===== src/rtl/led_blink_multi.sv =====
// led_blink_multi: NCH-channel LED driver with OFF / ON / BLINK / BLINK_PWM modes.
// A shared prescaler produces the blink tick and a shared free-running counter
// produces the PWM frame. Each channel is configured through a one-cycle write port.
//
// Ports:
//   CLK       clock, rising edge
//   RST       synchronous active-high reset
//   CFG_WE    config write strobe
//   CFG_CH    target channel (writes to CFG_CH >= NCH are dropped)
//   CFG_MODE  0=OFF 1=ON 2=BLINK 3=BLINK_PWM
//   CFG_DUTY  PWM on-count per frame
//   CFG_HALF  blink half-period in ticks (0 behaves as 1)
//   LED       registered LED outputs
//   TICK      registered one-cycle pulse every PRESCALE cycles
//   TICK_CNT  ticks since reset, wraps
module led_blink_multi #(
  parameter int unsigned NCH      = 4,
  parameter int unsigned PRESCALE = 50000000,
  parameter int unsigned PWM_W    = 8,
  parameter int unsigned HALF_W   = 8,
  parameter int unsigned CNT_W    = 32
) (
  input  logic                                 CLK,
  input  logic                                 RST,
  input  logic                                 CFG_WE,
  input  logic [((NCH > 1) ? $clog2(NCH) : 1)-1:0] CFG_CH,
  input  logic [1:0]                           CFG_MODE,
  input  logic [PWM_W-1:0]                     CFG_DUTY,
  input  logic [HALF_W-1:0]                    CFG_HALF,
  output logic [NCH-1:0]                       LED,
  output logic                                 TICK,
  output logic [CNT_W-1:0]                     TICK_CNT
);

  localparam int unsigned CH_W  = (NCH > 1) ? $clog2(NCH) : 1;
  localparam int unsigned PRE_W = (PRESCALE > 1) ? $clog2(PRESCALE) : 1;

  typedef enum logic [1:0] {
    M_OFF   = 2'd0,
    M_ON    = 2'd1,
    M_BLINK = 2'd2,
    M_PWM   = 2'd3
  } mode_e;

  typedef struct packed {
    mode_e             mode;
    logic [PWM_W-1:0]  duty;
    logic [HALF_W-1:0] half;
    logic [HALF_W-1:0] pcnt;
    logic              phase;
  } chan_t;

  logic [PRE_W-1:0]  pre_q;
  logic [PWM_W-1:0]  pwm_q;
  logic              tick_en_c;
  chan_t             chan_q   [NCH];
  logic [HALF_W-1:0] last_cnt [NCH];
  logic [NCH-1:0]    wr_sel;
  logic [NCH-1:0]    led_d;

  assign tick_en_c = (pre_q == PRE_W'(PRESCALE - 1));

  // Shared time base: prescaler, tick pulse/counter and PWM frame counter
  always_ff @(posedge CLK) begin
    if (RST) begin
      pre_q    <= '0;
      pwm_q    <= '0;
      TICK     <= 1'b0;
      TICK_CNT <= '0;
    end else begin
      pwm_q <= pwm_q + PWM_W'(1);
      if (tick_en_c) begin
        pre_q    <= '0;
        TICK     <= 1'b1;
        TICK_CNT <= TICK_CNT + CNT_W'(1);
      end else begin
        pre_q <= pre_q + PRE_W'(1);
        TICK  <= 1'b0;
      end
    end
  end

  // Write decode and per-channel terminal count (half of 0 behaves as 1)
  always_comb begin
    wr_sel = '0;
    for (int unsigned i = 0; i < NCH; i++) begin
      wr_sel[i]   = CFG_WE && (CH_W'(i) == CFG_CH);
      last_cnt[i] = (chan_q[i].half == '0) ? '0 : chan_q[i].half - HALF_W'(1);
    end
  end

  // Channel state; a write wins over a tick arriving in the same cycle
  always_ff @(posedge CLK) begin
    for (int unsigned i = 0; i < NCH; i++) begin
      if (RST) begin
        chan_q[i].mode  <= M_OFF;
        chan_q[i].duty  <= '0;
        chan_q[i].half  <= HALF_W'(1);
        chan_q[i].pcnt  <= '0;
        chan_q[i].phase <= 1'b0;
      end else if (wr_sel[i]) begin
        chan_q[i].mode  <= mode_e'(CFG_MODE);
        chan_q[i].duty  <= CFG_DUTY;
        chan_q[i].half  <= CFG_HALF;
        chan_q[i].pcnt  <= '0;
        chan_q[i].phase <= 1'b1;
      end else if (tick_en_c) begin
        if (chan_q[i].pcnt == last_cnt[i]) begin
          chan_q[i].pcnt  <= '0;
          chan_q[i].phase <= ~chan_q[i].phase;
        end else begin
          chan_q[i].pcnt <= chan_q[i].pcnt + HALF_W'(1);
        end
      end
    end
  end

  // Next LED value from the registered channel state
  always_comb begin
    led_d = '0;
    for (int unsigned i = 0; i < NCH; i++) begin
      case (chan_q[i].mode)
        M_OFF:   led_d[i] = 1'b0;
        M_ON:    led_d[i] = 1'b1;
        M_BLINK: led_d[i] = chan_q[i].phase;
        M_PWM:   led_d[i] = chan_q[i].phase && (pwm_q < chan_q[i].duty);
        default: led_d[i] = 1'b0;
      endcase
    end
  end

  // LED outputs come straight from flops
  always_ff @(posedge CLK) begin
    if (RST) LED <= '0;
    else     LED <= led_d;
  end

endmodule

===== config.mk =====
export PLATFORM = sky130hd
export DESIGN_NAME = led_blink_multi
export DESIGN_NICKNAME = d
export VERILOG_FILES = /design/src/rtl/led_blink_multi.sv
export SDC_FILE = /design/constraint.sdc
export NUM_CORES = 1
export LEC_CHECK = 0
export BUFFER_PORTS_ARGS = -buffer_cell sky130_fd_sc_hd__buf_2
export CAP_MARGIN = 20
export CORE_UTILIZATION = 55
export DETAILED_ROUTE_END_ITERATION = 8
export PLACE_DENSITY = 0.75
export SLEW_MARGIN = 5
export SYNTH_ARGS = -nofsm -noshare
export SYNTH_HDL_FRONTEND = slang
export SYNTH_SLANG_ARGS = --single-unit

===== constraint.sdc =====
create_clock -name CLK -period 6.85 [get_ports CLK]
set_input_delay 0 -clock CLK [delete_from_list [all_inputs] [get_ports CLK]]
set_output_delay 0 -clock CLK [all_outputs]
set_load 0.02 [all_outputs]

# --- Word level (Yosys, flattened, before mapping) ---
# Memory sizes are Yosys's and may differ from the RTL's.
# Cells that the tools add are included.
op_classes:
  n_mux: 95
  n_eq_ne: 20
  order_cmp: 4
  n_bitwise: 36
  reduce_logical: 18
  addsub: 11
op_table:
  columns: ["op", "n"]
  rows:
  - ["two-way mux 8 bit", 24]
  - ["two-way mux 1 bit", 63]
  - ["adder 8 x 1 -> 8 bit (second input constant)", 5]
  - ["adder 32 x 1 -> 32 bit (second input constant)", 1]
  - ["== test 8 bit", 4]
  - ["zero test 8 bit", 4]
  - ["less-than comparator 8 bit", 4]
  - ["bitwise OR 1 bit", 32]
  - ["subtractor 8 x 1 -> 8 bit (second input constant)", 4]
  - ["adder 26 x 1 -> 26 bit (second input constant)", 1]
  - ["== test 26 bit (second input constant)", 1]
  - ["== test 2 bit (second input constant)", 8]
  - ["one-hot mux 1 bit (4 select lines)", 4]
  - ["zero test 2 bit", 5]
  - ["== test 2 x 1 -> 1 bit (second input constant)", 4]
  - ["logical AND 1 bit", 8]
  - ["two-way mux 2 bit", 4]
  - ["== test 2 bit (first input constant)", 2]
  - ["inverter 1 bit", 4]
  - ["== test 1 x 2 -> 1 bit (first input constant)", 1]
  - ["OR reduction 2 bit", 1]
totals:
  register_bits: 71
  in_bits: 23
  mem_bits_rw: 108
  elab_cells: 190
  out_inout_bits: 37
  memories: 1
mem_list:
  columns: ["memory", "words", "word_bits", "read_ports", "rd_clocked_by_memory_dff", "wr", "line", "text"]
  rows:
  - ["chan_q", 4, 27, 4, 0, 4, "56", "chan_t chan_q [NCH];"]

# --- Longest topological paths before layout ---
# Gate-level depths: netlist of the first run.
# An unclocked memory read counts as a cell.
depth:
  word_depth: 11
  ltp_mapped: 9
  mapped_depth_nobuf: 8

# --- Worst setup path after synthesis of the first run ---
# No wires, ideal clock.
synth_path:
  path_type: "reg2reg"
  startpoint: "memory chan_q[3][9] in the netlist's numbering"
  endpoint: "memory chan_q[3][0] in the netlist's numbering (enable)"
  arrival_time_ps: 2782
  period_less_slack_ps: 3073
  slack_ps: 3777
  stages_incl_launch_ff: 10
  setup_ps: 292
  t_required_ps: 6558
  n_path_buf: 1
  path_cell_list: "edfxtp_1 -> inv_1 -> ha_1 -> or4b_1 -> clkbuf_1 -> nor2_1 -> mux2_2 -> o22a_1 -> a2111oi_4 -> a21o_1"
synth_lines:
  columns: ["element", "line"]
  rows:
  - ["start: declaration", "56"]

==> summary.txt, run 1 <==
Clocking
  – CTS H-Tree Depth: 4
  – CTS tree: done
  – CTS root buf: clkbuf_16
  – CTS max path bufs: 2
  – Clk slew on worst S/H paths: 0.06 ns
  – CTS Sinks: 179
  – Clock Latency Late Sink: 0.42 ns
  – Post-CTS sizing: 0
  – CTS buffer count: 17

Logic synthesis
  – Largest family of logic cells by synthesized area: simple AND/OR/NAND/NOR gates
  – Post-synth top flop: edfxtp_1
  – Most frequent cells after synthesis: edfxtp_1, nor2_1, and2_1, dfxtp_1, xnor2_1
  – Xor/xnor share of the synthesized area: 9.207%
  – Post-synth cell types: 68
  – Synth Register Bits: 179
  – EDFF count, synth: 108
  – Avg Inst Size Synth: 9.968 µm²
  – Simple-Gate Fraction of Synth Area: 25.79%
  – Top-area cell type share of the netlist area: 33.10%
  – Mux cell area share after synthesis: 0.9450%
  – Ys async rst share: 0%
  – YS warnings: 0
  – Top cells by area, synth: edfxtp_1, dfxtp_1, xnor2_1
  – Compound-Gate Fraction of Synth Area: 8.070%
  – Synth Cell Area: 9798 µm²
  – Syn_nets: 1045
  – Top-count cell post-synth: edfxtp_1
  – Post-synthesis instance total: 983
  – Sequential share of the synthesized area: 47.61%
  – Dominant cell type by area after synthesis: edfxtp_1
  – Post-Synth Adder-Cell Area: 4.980%

Timing
  – # setup viols final: 0
  – Final Critical Period: 3.404 ns
  – Setup TNS: 0 ns
  – Final Skew: 0.007810 ns
  – Final Hold Viols: 0
  – Worst slew pin tran: 1.016 ns
  – Fin crit share: 49.69%
  – RSZ-0062 raised after global routing: false
  – Fin Hold WS: 0.1584 ns
  – Slew HR: 31.99%
  – Slew Viols, Final: 0
  – Fmax: 293.8 MHz

Drt
  – Vias/cell: 5.721
  – Drt pass-1 iters: 5
  – DRC violations left: 0
  – Total wire length: 20550 µm
  – Avg WL per Cell: 15.88 µm
  – Vias: 7403
  – Iteration-0 DRC Markers: 489
  – Antenna viol nets, final: 0

Global routing
  – Largest net degree at the start of global routing: 58
  – Total track usage: 23.77%
  – First-pass GRT wire length: 34290 µm
  – Initial antenna violation count: 0
  – Vias in the first global route: 6960
  – Grt total ovfl: 0

Finish
  – Nets@finish: 1119
  – N_diodes: 0
  – Finished Cell Area: 11060 µm²
  – Area Growth Syn to Fin: 12.88%
  – Share of cells above drive strength 1: 10.66%

Floorplan
  – Chip Height: 135.5 µm
  – Core footprint: 17360 µm²
  – Die W: 135.5 µm
  – # IOs: 60
  – Initial Utilization: 56.45%
  – Row cnt: 48
  – Full die area: 18350 µm²

Power
  – Overall power: 2.421 mW
  – Peak supply drop: 174.7 µV
  – Power Density: 218.9 nW/µm²
  – Lkg Pwr: 4.189 nW

Placed design
  – GPL Wtd Cong: 0.8690
  – Post-DP HPWL: 14130 µm
  – # port buffers: 59
  – Dpl cell area: 10270 µm²

Run
  – Max Cap Viol: 0

Worst setup path
  – Required @ worst endpoint: 6.99 ns
  – Worst setup EP type: register
  – Kind of critical path: register to register
  – CP startpoint kind: register
  – Crit path DAT: 3.54 ns
  – CP Max Fanout: 10

Worst hold path
  – Hold Path Class: primary input to register

Outcome
  – Status: complete, no violations
power breakdown:
| group | switching [mW] | internal, mW |
|---|---|---|
| sequential | 0.0546 | 1.20 |
| combinational | 0.123 | 0.102 |
| clock | 0.382 | 0.563 |
state kept, by name, indices dropped and copies added, names as in the netlist:
register	count
LED	4
pre_q	26
chan_q	108
TICK	1
TICK_CNT	32
pwm_q	8
cells in the final DEF, fill, tap and decap left out, types with 8 or more instances in the layout:
cell type      count
dlygate4sd3_1     20
buf_2             59
nor4_1            20
xnor2_1           62
o21ai_0           28
edfxtp_1         108
nor2_1            98
inv_1             59
nor3b_1            8
nand3_1           39
a21o_1            13
nand4_1           19
xor2_1            41
nor2b_1           17
nand2b_1          14
nand2_1           43
nor3_1            46
dfxtp_1           71
ha_1              39
or3_1             16
a21oi_1           20
and3_1            18
and2_1            71
clkbuf_16         18
final cells by class:
cell class	instances	area [µm²]
fillers	1397	6296
multi-input cells	718	4801
flip-flops and latches	179	4664
clock buffers	28	530.5
repair buffers	82	518.0
well taps	225	281.5
inverters	59	221.5
clock inverters	3	43.79
path summary, 6_finish.rpt:
| path | from | to | slack (ns) | cells after the start |
|---|---|---|---|---|
| min | RST | TICK_CNT[10] | 0.16 | 3 |
| max reg2reg | chan_q[3][9] | chan_q[3][0] | 3.45 | 8 |
| min reg2reg | pre_q[0] | pre_q[0] | 0.44 | 1 |
| max | chan_q[3][9] | chan_q[3][0] | 3.45 | 8 |
layer usage:
layer  track usage (%)  up-vias  wire length, µm
li1                  -     3667                -
met1             32.27     3544             9553
met2             38.72      166             9818
met3             3.853       26              845
met4             7.740        0              330
met5                 0        -                0
critical path: stages, from the launching register on:
cell and delay (ns):
edfxtp_1 0.49, inv_1 0.10, ha_1 0.24, or4b_1 0.58
nor2_1 0.34, mux2_2 0.38, o22a_1 0.22, a2111oi_4 0.56
a21o_1 0.21
cells by family (layout without fill, tap and decap cells):
family,Yosys count,count (layout)
DFF,179,179
muxes,9,9
AOI/OAI and AO/OA,114,114
and+or+nand+nor,453,453
xor gates and xnor gates,103,103
buffers and inverters,86,172
adders and majority gates,39,39
through the flow:
| stage | utilization [%] | worst slack [ns] | std cells |
|---|---|---|---|
| finish | 63.73 | 3.446 | 1294 |
| global route | 63.73 | 3.279 | 1294 |
| CTS | 63.64 | 3.465 | 1292 |
| detailed placement | 59.18 | 3.516 | 1241 |
| global placement | 59.18 | 3.564 | 1241 |
| floorplan | - | 3.777 | 983 |
repair_timing:
item,CTS,global route
endpoints found under the setup margin,0,0
hold buffers,20,0
buffers inserted,0,0
endpoints found under the hold margin,72,0
Note: power is estimated with default switching activity, not from simulation.
==> run 2: changes to the inputs <==
Settings changed: ABC_AREA from default to 1, PLACE_DENSITY 0.75 to 0.78.
Clock period 6.85 ns to 3.1 ns, I/O delays scaled along.
==> summary.txt, run 2 <==
Worst hold path
  – HP Start: RST
  – Hold Path Class: primary input to register
  – Hold depth: 3

Logic synthesis
  – Avg Inst Size Synth: 7.677 µm²
  – Compound-Gate Fraction of Synth Area: 5.685%
  – Simple-Gate Fraction of Synth Area: 31.15%
  – Post-synth top flop: edfxtp_1
  – Post-synth cell types: 35
  – EDFF count, synth: 108
  – Syn_nets: 1398
  – Synth Cell Area: 10260 µm²
  – Synth Register Bits: 179
  – Ys async rst share: 0%
  – Most frequent cells after synthesis: nand2_1, nor2_1, inv_1
  – Sequential share of the synthesized area: 45.48%
  – Top-count cell post-synth: nand2_1
  – Largest family of logic cells by synthesized area: simple AND/OR/NAND/NOR gates
  – YS warnings: 0
  – Dominant cell type by area after synthesis: edfxtp_1
  – Xor/xnor share of the synthesized area: 5.038%
  – Top-area cell type share of the netlist area: 31.62%
  – Mux cell area share after synthesis: 0%
  – Post-Synth Adder-Cell Area: 4.758%
  – Top cells by area, synth: edfxtp_1, dfxtp_1, nand2_1
  – Post-synthesis instance total: 1336

Floorplan
  – Chip Height: 138.6 µm
  – Initial Utilization: 56.52%
  – Core footprint: 18150 µm²
  – Row cnt: 49
  – # IOs: 60
  – Full die area: 19200 µm²
  – Die W: 138.6 µm

Worst setup path
  – R2r startpoint: chan_q[3][9]
  – Crit path DAT: 2.48 ns
  – Reg2Reg Depth: 13
  – CP startpoint kind: register
  – CP Max Fanout: 8
  – Kind of critical path: register to register
  – Start point of the critical path: chan_q[3][9]
  – Reg-to-reg slack, setup: 0.80 ns
  – Worst setup EP type: register
  – Required @ worst endpoint: 3.29 ns

Finish
  – N_diodes: 0
  – Layout Utilization: 63.92%
  – Commonest non-fill, non-tap cell in the layout: nand2_1
  – Finished Cell Area: 11600 µm²
  – Commonest cells after routing, fill and taps aside: nand2_1, nor2_1, inv_1
  – Share of cells above drive strength 1: 9.491%
  – Max FFs per register: 108
  – Nets@finish: 1483
  – Top Registers: chan_q: 108 flops, TICK_CNT: 32 flops, pre_q: 26 flops
  – Largest reg by FF count: chan_q
  – Final cell count without fillers: 1662
  – Fill cells: 1564
  – Area Growth Syn to Fin: 13.10%

Clocking
  – Post-CTS sizing: 0
  – CTS H-Tree Depth: 4
  – CTS Sinks: 179
  – CTS max path bufs: 2
  – Clk slew on worst S/H paths: 0.07 ns
  – CTS tree: done
  – CTS buffer count: 17
  – CTS root buf: clkbuf_16
  – Clock Latency Late Sink: 0.43 ns

Drt
  – Max Used Layer: met4
  – Metal2 WL: 11180 µm
  – Met1 wire length: 10310 µm
  – Total wire length: 23250 µm
  – DRC violations left: 5
  – Drt pass-1 iters: 7
  – Avg WL per Cell: 13.99 µm
  – Met3 WL: 1141 µm
  – Antenna viol nets, final: 0
  – Vias: 8797
  – Vias/cell: 5.293
  – Iteration-0 DRC Markers: 586

Placed design
  – GPL Wtd Cong: 0.9520
  – Placed Cells: 1613
  – Dpl cell area: 10800 µm²
  – Post-DP HPWL: 16830 µm
  – Place WS: 0.8863 ns
  – # port buffers: 59

Global routing
  – Total track usage: 25.14%
  – Vias in the first global route: 8348
  – Initial antenna violation count: 0
  – Grt total ovfl: 0
  – First-pass GRT wire length: 38700 µm
  – Largest net degree at the start of global routing: 27

Timing
  – RSZ-0062 raised after global routing: false
  – Slew HR: 42.81%
  – Fin crit share: 74.15%
  – Final Hold Viols: 0
  – Final Critical Period: 2.299 ns
  – Worst slew pin tran: 0.8569 ns
  – Setup TNS: 0 ns
  – Final Skew: 0.008349 ns
  – # setup viols final: 0
  – Setup WS post-layout: 0.8015 ns
  – Slew Viols, Final: 0
  – Fmax: 435.1 MHz

Power
  – Seq pwr share: 49.5%
  – Sw Share: 24.10%
  – Pint: 4.196 mW
  – Switching pwr: 1.332 mW
  – Peak supply drop: 406.1 µV
  – Lkg Pwr: 5.101 nW
  – Power Density: 476.6 nW/µm²
  – Clock Power Share: 41.4%
  – Logic pwr share: 9.1%

Run
  – Max Cap Viol: 0

Outcome
  – Status: complete, but fails checks
  – Violated checks: DRC
==> run 2: cell type report <==
cell class | count | area [µm²] | share of cell area [%]
Timing Repair Buffer | 82 | 513.0 | 4.422
Sequential cell | 179 | 4664 | 40.21
Clock inverter | 11 | 177.7 | 1.532
Multi-Input combinational cell | 947 | 4782 | 41.23
Inverter | 194 | 729.5 | 6.288
Tap cell | 229 | 286.5 | 2.470
Clock buffer | 20 | 446.7 | 3.851
==> run 2: layer usage <==
layer  global-route usage, %  up-vias
li1                        -     4478
met1                   31.93     4029
met2                   43.04      245
met3                   3.833       45
met4                   10.17        0
met5                       0        -
==> run 2: stage by stage <==
| stage | hold WS [ns] | power (mW) |
|---|---|---|
| CTS | 0.008975 | 5.548 |
| global placement | 0.3454 | 3.247 |
| floorplan | 0.1784 | 3.114 |
| global route | 0.03856 | 5.732 |
| detailed placement | 0.3530 | 3.263 |
| finish | 0.02875 | 5.529 |
==> run 2: cells by family (layout without fill, tap and decap cells) <==
logic type,after synthesis,after routing
AO/OA/AOI/OAI,109,109
XOR/XNOR,59,59
adder cells (fa/ha/maj),39,39
buffers and inverters,210,307
flip-flops,179,179
AND/OR/NAND/NOR,740,740
==> run 2: worst paths after layout <==
kind                   to
min reg2reg      pre_q[0]
min           TICK_CNT[7]
max          chan_q[3][3]
max reg2reg  chan_q[3][3]
==> run 2: power by group through the flow <==
stage	Sequential, mW	Clock (mW)	Combinational, mW
after floorplan	2.76	0	0.355
after global placement	2.78	0	0.466
after detailed placement	2.78	0	0.479
after CTS	2.73	2.31	0.503
after global routing	2.75	2.41	0.574
final	2.73	2.29	0.504
==> run 2: timing repair <==
item,CTS,global route
buffers inserted,0,0
endpoints found under the hold margin,65,0
hold buffers,18,0
==> run 2: worst max-delay path, cell delays in order, from the launching register on <==
cell,delay (ns)
edfxtp_1,0.41
inv_1,0.16
ha_1,0.26
nand2_1,0.07
nor2_1,0.13
nand2_1,0.18
nand3_1,0.13
nand2_1,0.05
nand2_1,0.05
nand2_1,0.04
nor2_1,0.23
nand2_1,0.11
nand2_2,0.15
nor2_1,0.06
